**src/rtl/axi_mem_arbiter.sv**
```systemverilog
// Round-robin arbiter sharing one AXI-style memory/display slave between two requesters.
// Optional watchdog abort of stalled transactions is compiled in with ARB_TIMEOUT_EN.
module axi_mem_arbiter #(
  parameter int unsigned ADDR_W  = 4,
  parameter int unsigned DATA_W  = 8,
  parameter int unsigned TIMEOUT = 255
) (
  input  logic                  clk,
  input  logic                  reset,
  input  logic [1:0]            req_valid,
  input  logic [1:0]            req_write,
  input  logic [2*ADDR_W-1:0]   req_addr,
  input  logic [2*ADDR_W-1:0]   req_wdata,
  output logic [1:0]            req_ack,
  output logic [1:0]            resp_valid,
  output logic [DATA_W-1:0]     resp_data,
  output logic                  resp_err,
  output logic                  busy,
  output logic                  m_arvalid,
  output logic [ADDR_W-1:0]     m_araddr,
  input  logic                  s_arready,
  output logic                  m_rready,
  input  logic                  s_rvalid,
  input  logic [DATA_W-1:0]     s_rdata,
  output logic                  m_awvalid,
  input  logic                  s_awready,
  output logic                  m_wvalid,
  output logic [ADDR_W-1:0]     m_wdata,
  input  logic                  s_wready
);

  localparam int unsigned WDOG_W = 8;

  // The watchdog counter is 8 bits wide, so the limit must fit in it.
  if (TIMEOUT >= (1 << WDOG_W)) begin : g_bad_timeout
    $error("TIMEOUT does not fit the watchdog counter");
  end

  typedef enum logic [2:0] {
    S_IDLE    = 3'd0,
    S_RD_ADDR = 3'd1,
    S_RD_DATA = 3'd2,
    S_RD_CAP  = 3'd3,
    S_WR_ADDR = 3'd4,
    S_WR_DATA = 3'd5,
    S_RESP    = 3'd6
  } state_t;

  state_t              r_state;
  state_t              w_state_nxt;
  logic                r_last_grant;
  logic                r_owner;
  logic [ADDR_W-1:0]   r_addr;
  logic [ADDR_W-1:0]   r_wdata;

  logic                w_win;
  logic                w_win_write;
  logic [ADDR_W-1:0]   w_win_addr;
  logic [ADDR_W-1:0]   w_win_wdata;
  logic [ADDR_W-1:0]   w_sel_addr;

  logic [1:0]          w_ack_nxt;
  logic [1:0]          w_resp_valid_nxt;
  logic [DATA_W-1:0]   w_resp_data_nxt;
  logic                w_busy_nxt;
  logic                w_arvalid_nxt;
  logic [ADDR_W-1:0]   w_araddr_nxt;
  logic                w_rready_nxt;
  logic                w_awvalid_nxt;
  logic                w_wvalid_nxt;
  logic [ADDR_W-1:0]   w_wdata_nxt;

  // Lone requester wins; on contention the one not served last time wins.
  assign w_win       = (req_valid == 2'b10) ? 1'b1 :
                       (req_valid == 2'b11) ? ~r_last_grant : 1'b0;
  assign w_win_write = req_write[w_win];
  assign w_win_addr  = w_win ? req_addr[2*ADDR_W-1:ADDR_W]  : req_addr[ADDR_W-1:0];
  assign w_win_wdata = w_win ? req_wdata[2*ADDR_W-1:ADDR_W] : req_wdata[ADDR_W-1:0];

`ifdef ARB_TIMEOUT_EN
  logic [WDOG_W-1:0]   r_wdog;
  logic                w_wait_state;
  logic                w_timeout;

  assign w_wait_state = (r_state == S_RD_ADDR) || (r_state == S_RD_DATA) ||
                        (r_state == S_WR_ADDR) || (r_state == S_WR_DATA);
  assign w_timeout    = w_wait_state && (r_wdog == WDOG_W'(TIMEOUT));

  // Watchdog restarts whenever the FSM moves.
  always_ff @(posedge clk or posedge reset) begin
    if (reset)                     r_wdog <= '0;
    else if (w_state_nxt != r_state) r_wdog <= '0;
    else                           r_wdog <= r_wdog + WDOG_W'(1);
  end

  always_ff @(posedge clk or posedge reset) begin
    if (reset) resp_err <= 1'b0;
    else       resp_err <= (w_state_nxt == S_RESP) && w_timeout;
  end
`else
  assign resp_err = 1'b0;
`endif

  always_ff @(posedge clk or posedge reset) begin
    if (reset) r_state <= S_IDLE;
    else       r_state <= w_state_nxt;
  end

  always_comb begin
    w_state_nxt = r_state;
    unique case (r_state)
      S_IDLE:    if (|req_valid) w_state_nxt = w_win_write ? S_WR_ADDR : S_RD_ADDR;
      S_RD_ADDR: if (s_arready)  w_state_nxt = S_RD_DATA;
      S_RD_DATA: if (s_rvalid)   w_state_nxt = S_RD_CAP;
      S_RD_CAP:                  w_state_nxt = S_RESP;
      S_WR_ADDR: if (s_awready)  w_state_nxt = S_WR_DATA;
      S_WR_DATA: if (s_wready)   w_state_nxt = S_RESP;
      S_RESP:                    w_state_nxt = S_IDLE;
      default:                   w_state_nxt = S_IDLE;
    endcase
`ifdef ARB_TIMEOUT_EN
    if (w_timeout) w_state_nxt = S_RESP;
`endif
  end

  // Outputs are decoded from the next state so that they are registered yet
  // line up with the state they belong to.
  assign w_sel_addr = (r_state == S_IDLE) ? w_win_addr : r_addr;

  always_comb begin
    w_ack_nxt        = 2'b00;
    w_resp_valid_nxt = 2'b00;
    w_resp_data_nxt  = '0;
    w_arvalid_nxt    = 1'b0;
    w_araddr_nxt     = '0;
    w_rready_nxt     = 1'b0;
    w_awvalid_nxt    = 1'b0;
    w_wvalid_nxt     = 1'b0;
    w_wdata_nxt      = '0;
    w_busy_nxt       = (w_state_nxt != S_IDLE);
    if ((r_state == S_IDLE) && (|req_valid)) w_ack_nxt[w_win] = 1'b1;
    if ((w_state_nxt == S_RD_ADDR) || (w_state_nxt == S_RD_DATA)) w_arvalid_nxt = 1'b1;
    if (w_state_nxt == S_RD_DATA) w_rready_nxt = 1'b1;
    if ((w_state_nxt == S_WR_ADDR) || (w_state_nxt == S_WR_DATA)) w_awvalid_nxt = 1'b1;
    if (w_arvalid_nxt || w_awvalid_nxt) w_araddr_nxt = w_sel_addr;
    if (w_state_nxt == S_WR_DATA) begin
      w_wvalid_nxt = 1'b1;
      w_wdata_nxt  = r_wdata;
    end
    if (w_state_nxt == S_RESP) w_resp_valid_nxt[r_owner] = 1'b1;
    // Slave presents registered read data in the cycle after the R handshake.
    if ((r_state == S_RD_CAP) && (w_state_nxt == S_RESP)) w_resp_data_nxt = s_rdata;
  end

  always_ff @(posedge clk or posedge reset) begin
    if (reset) begin
      req_ack    <= 2'b00;
      resp_valid <= 2'b00;
      resp_data  <= '0;
      busy       <= 1'b0;
      m_arvalid  <= 1'b0;
      m_araddr   <= '0;
      m_rready   <= 1'b0;
      m_awvalid  <= 1'b0;
      m_wvalid   <= 1'b0;
      m_wdata    <= '0;
    end else begin
      req_ack    <= w_ack_nxt;
      resp_valid <= w_resp_valid_nxt;
      resp_data  <= w_resp_data_nxt;
      busy       <= w_busy_nxt;
      m_arvalid  <= w_arvalid_nxt;
      m_araddr   <= w_araddr_nxt;
      m_rready   <= w_rready_nxt;
      m_awvalid  <= w_awvalid_nxt;
      m_wvalid   <= w_wvalid_nxt;
      m_wdata    <= w_wdata_nxt;
    end
  end

  // Request latch on grant; round-robin pointer advances on completion.
  always_ff @(posedge clk or posedge reset) begin
    if (reset) begin
      r_last_grant <= 1'b1;
      r_owner      <= 1'b0;
      r_addr       <= '0;
      r_wdata      <= '0;
    end else begin
      if ((r_state == S_IDLE) && (|req_valid)) begin
        r_owner <= w_win;
        r_addr  <= w_win_addr;
        r_wdata <= w_win_wdata;
      end
      if (r_state == S_RESP) r_last_grant <= r_owner;
    end
  end

endmodule

```
**config.mk**
```make
export PLATFORM = sky130hd
export DESIGN_NAME = axi_mem_arbiter
export DESIGN_NICKNAME = d
export VERILOG_FILES = /design/src/rtl/axi_mem_arbiter.sv
export SDC_FILE = /design/constraint.sdc
export NUM_CORES = 1
export LEC_CHECK = 0
export BUFFER_PORTS_ARGS = -buffer_cell sky130_fd_sc_hd__buf_2
export CAP_MARGIN = 20
export CORE_MARGIN = 1
export CORE_UTILIZATION = 48
export DETAILED_ROUTE_END_ITERATION = 10
export GPL_ROUTABILITY_DRIVEN = 0
export PLACE_DENSITY = 0.79
export SLEW_MARGIN = 10
export SYNTH_ARGS = -nofsm -noshare
export SYNTH_HDL_FRONTEND = slang
export SYNTH_SLANG_ARGS = --single-unit
```
**constraint.sdc**
```tcl
create_clock -name clk -period 1.8 [get_ports clk]
set_input_delay 0.09 -clock clk [delete_from_list [all_inputs] [get_ports clk]]
set_output_delay 0.09 -clock clk [all_outputs]
set_load 0.005 [all_outputs]
```
==> results_dict.tcl <==
set metrics [dict create \
    drt_iter0_drc 64 \
    clk_path_buf_depth 2 \
    worstPathMaxFanout 6 \
    path_clk_slew_ns 0.11 \
    viasPerCell 5.10 \
    yosysTopAreaCell "dfrtp_1" \
    busiest_layer "met2" \
    cts_buffers 5 \
    drive_gt1_share_pct 35.6 \
    setup_viol 0 \
    yosysMostFrequentCell "dfrtp_1" \
    die_w_um 59.1 \
    syn_inst 141 \
    synth.cell_area_um2 1560 \
    use_met3_pct 6.55 \
    grt-ovfl-total 0 \
    ant_nets 0 \
    hold_violations 0 \
    drv_cap 0 \
    cts_sinks 38 \
    die_h_um 59.1 \
    critPathArrivalTime_ns 1.90 \
    fin_skew_ns 0.00933 \
    dr.pass1.iters 5 \
    routedWlPerCell_um 13.5 \
    powerDensity_nw_per_um2 1380 \
    fmax_ghz 0.596 \
    p_sw_share_pct 33.9 \
    yosysWarnings 0 \
    synth-seq-area-share_pct 60.9 \
    cp.required_ns 2.02 \
    vias 1340 \
    syn_area_per_cell_um2 11.1 \
    period_minus_slack_ns 1.68 \
    portBuffers 58 \
    antenna_cells 0 \
    yosys_register_bits 38 \
    cts_tree "yes" \
    synthArstFlopShare_pct 100 \
    hp-class "input port to flip-flop" \
    fin_tns_setup_ns 0 \
    dieArea_um2 3490 \
    clock_latency_ns 0.34 \
    power.share.combinational_pct 35.3 \
    start_kind "flip-flop" \
    start_util_pct 50.8 \
    rsz0062_at_grt "false" \
    use_met2_pct 41.1 \
    final_net_count 252 \
    grt_util_all_layers_pct 23.0 \
    tightest_slew_ns 0.551 \
    status "complete, no violations" \
    ys_top_cells_by_area "dfrtp_1 (59%), and2_1 (5.6%), o21ai_0 (3.8%)" \
    end_kind "flip-flop" \
    synth.top_cells.by_count "dfrtp_1 (37), and2_1 (14), nor2_1 (13)" \
    drv_slew 0 \
    routed_wl_um 3540 \
    synth-edff-count 0 \
    ir_drop_uv 1120 \
    syn-num-nets 175 \
    h-tree-depth 2 \
    grt_max_degree 39 \
    hpwl_um 2490 \
    internal_power_uw 1920 \
    grt_antenna_before_repair 0 \
    grt_util_met1_pct 25.8 \
    power_frac_seq_pct 45.5 \
    p_sw_uw 986 \
    clkPwrFrac_pct 19.2 \
    synthFlopType "dfrtp_1" \
    pre_cts_slack_ns 0.0520 \
    core_um2 3080 \
    rows 20 \
    drc 0 \
    setup_slack_ns 0.121 \
    grt_pass1_wl_um 5630 \
    io_pins 60 \
    path_class "flip-flop to flip-flop" \
    final_core_util_pct 68.6 \
    grt_pass1_vias 1260 \
    syn2layout_area_growth_pct 35.0 \
    synth_top_area_share_pct 59.2 \
    ys_types 31 \
    power.leakage_uw 0.00112 \
    relSlewSlack_pct 62.8 \
    rrSetupSlack_ns 0.12 \
    period_share_pct 93.3 \
    hold_ws_ns 0.0473 \
    cts_root_buffer "clkbuf_4" \
]
-- layer usage --
layer,share of wire (%),wire length [µm]
met3,5.7,201
met2,52,1840
met4,2.3,83
met5,0,0
met1,40,1410
-- critical path: stages (launching register included) --
cell and delay, ns:
dfrtp_1 0.45, nor2b_1 0.19, a32o_1 0.28, a211o_1 0.26, or3_1 0.38
-- cell type report --
cell class,instances,area [µm²]
clock buffers,7,45.0
inverters,3,11.3
multi-input cells,93,559
well taps,44,55.1
repair buffers,77,455
flip-flops and latches,38,955
clock inverters,1,30.0
fillers,243,967
-- layout by cell type, fill, tap and decap left out, types with 2 or more instances in the layout --
master / Yosys / routed
nor2_1: 13 / 13
nand2_1: 12 / 12
buf_2: 3 / 58
a21oi_1: 4 / 4
nand2b_1: 4 / 4
nor2b_1: 3 / 3
o21ai_0: 12 / 12
or3_1: 2 / 2
dfrtp_2: 0 / 2
a22oi_1: 4 / 4
dlygate4sd3_1: 0 / 9
buf_4: 3 / 10
clkbuf_1: 1 / 2
mux2i_1: 5 / 5
clkbuf_4: 0 / 5
a211oi_1: 5 / 5
nor3_1: 2 / 2
dfrtp_1: 37 / 35
and2_1: 14 / 14
inv_1: 3 / 3
-- kinds of logic after synthesis --
kind of cell | count (synthesis) | share of synthesized area [%]
buffers and inverters | 10 | 3.36
other | 1 | 0.240
AND/OR/NAND/NOR | 53 | 17.2
AO/OA/AOI/OAI | 34 | 15.1
flip-flops | 38 | 60.9
multiplexers | 5 | 3.20
-- power by group through the flow --
stage | clock network [µW] | logic, µW | registers [µW]
6_report | 559 | 1030 | 1320
5_1_grt | 600 | 1160 | 1350
4_1_cts | 570 | 1010 | 1310
3_5_place_dp | 0 | 986 | 1330
3_3_place_gp | 0 | 930 | 1310
2_1_floorplan | 0 | 643 | 1290
-- registers in the layout, indices dropped and copies added, names as in the netlist, 2 cells and up --
signal,flops
resp_data,8
m_araddr,4
m_wdata,4
r_addr,4
r_wdata,4
r_state,3
req_ack,2
resp_valid,2
-- path summary, 6_finish.rpt --
path / depth (start not counted) / startpoint / to
min in group asynchronous: 4 / reset / resp_data[1]
hold / removal: 3 / req_wdata[0] / r_wdata[0]
setup reg to reg: 4 / r_state[1] / busy
setup / recovery: 4 / r_state[1] / busy
max in group asynchronous: 4 / reset / r_state[2]
hold reg to reg: 1 / r_wdata[0] / m_wdata[0]
-- timing repair --
| item | CTS | global route |
|---|---|---|
| setup endpoints to repair | 0 | 1 |
| gates resized for setup | 0 | 2 |
| setup buffers | 0 | 3 |
| hold endpoints to repair | 45 | 0 |
| hold buffers | 9 | 0 |
-- metrics by stage --
stage,power (µW),cells,area (µm²)
after floorplan,1930,141,1560
final,2910,263,2110
after global placement,2240,243,1920
after detailed placement,2310,243,1920
after CTS,2890,260,2090
after global routing,3110,263,2110
Power figures use the tool's default switching activity.
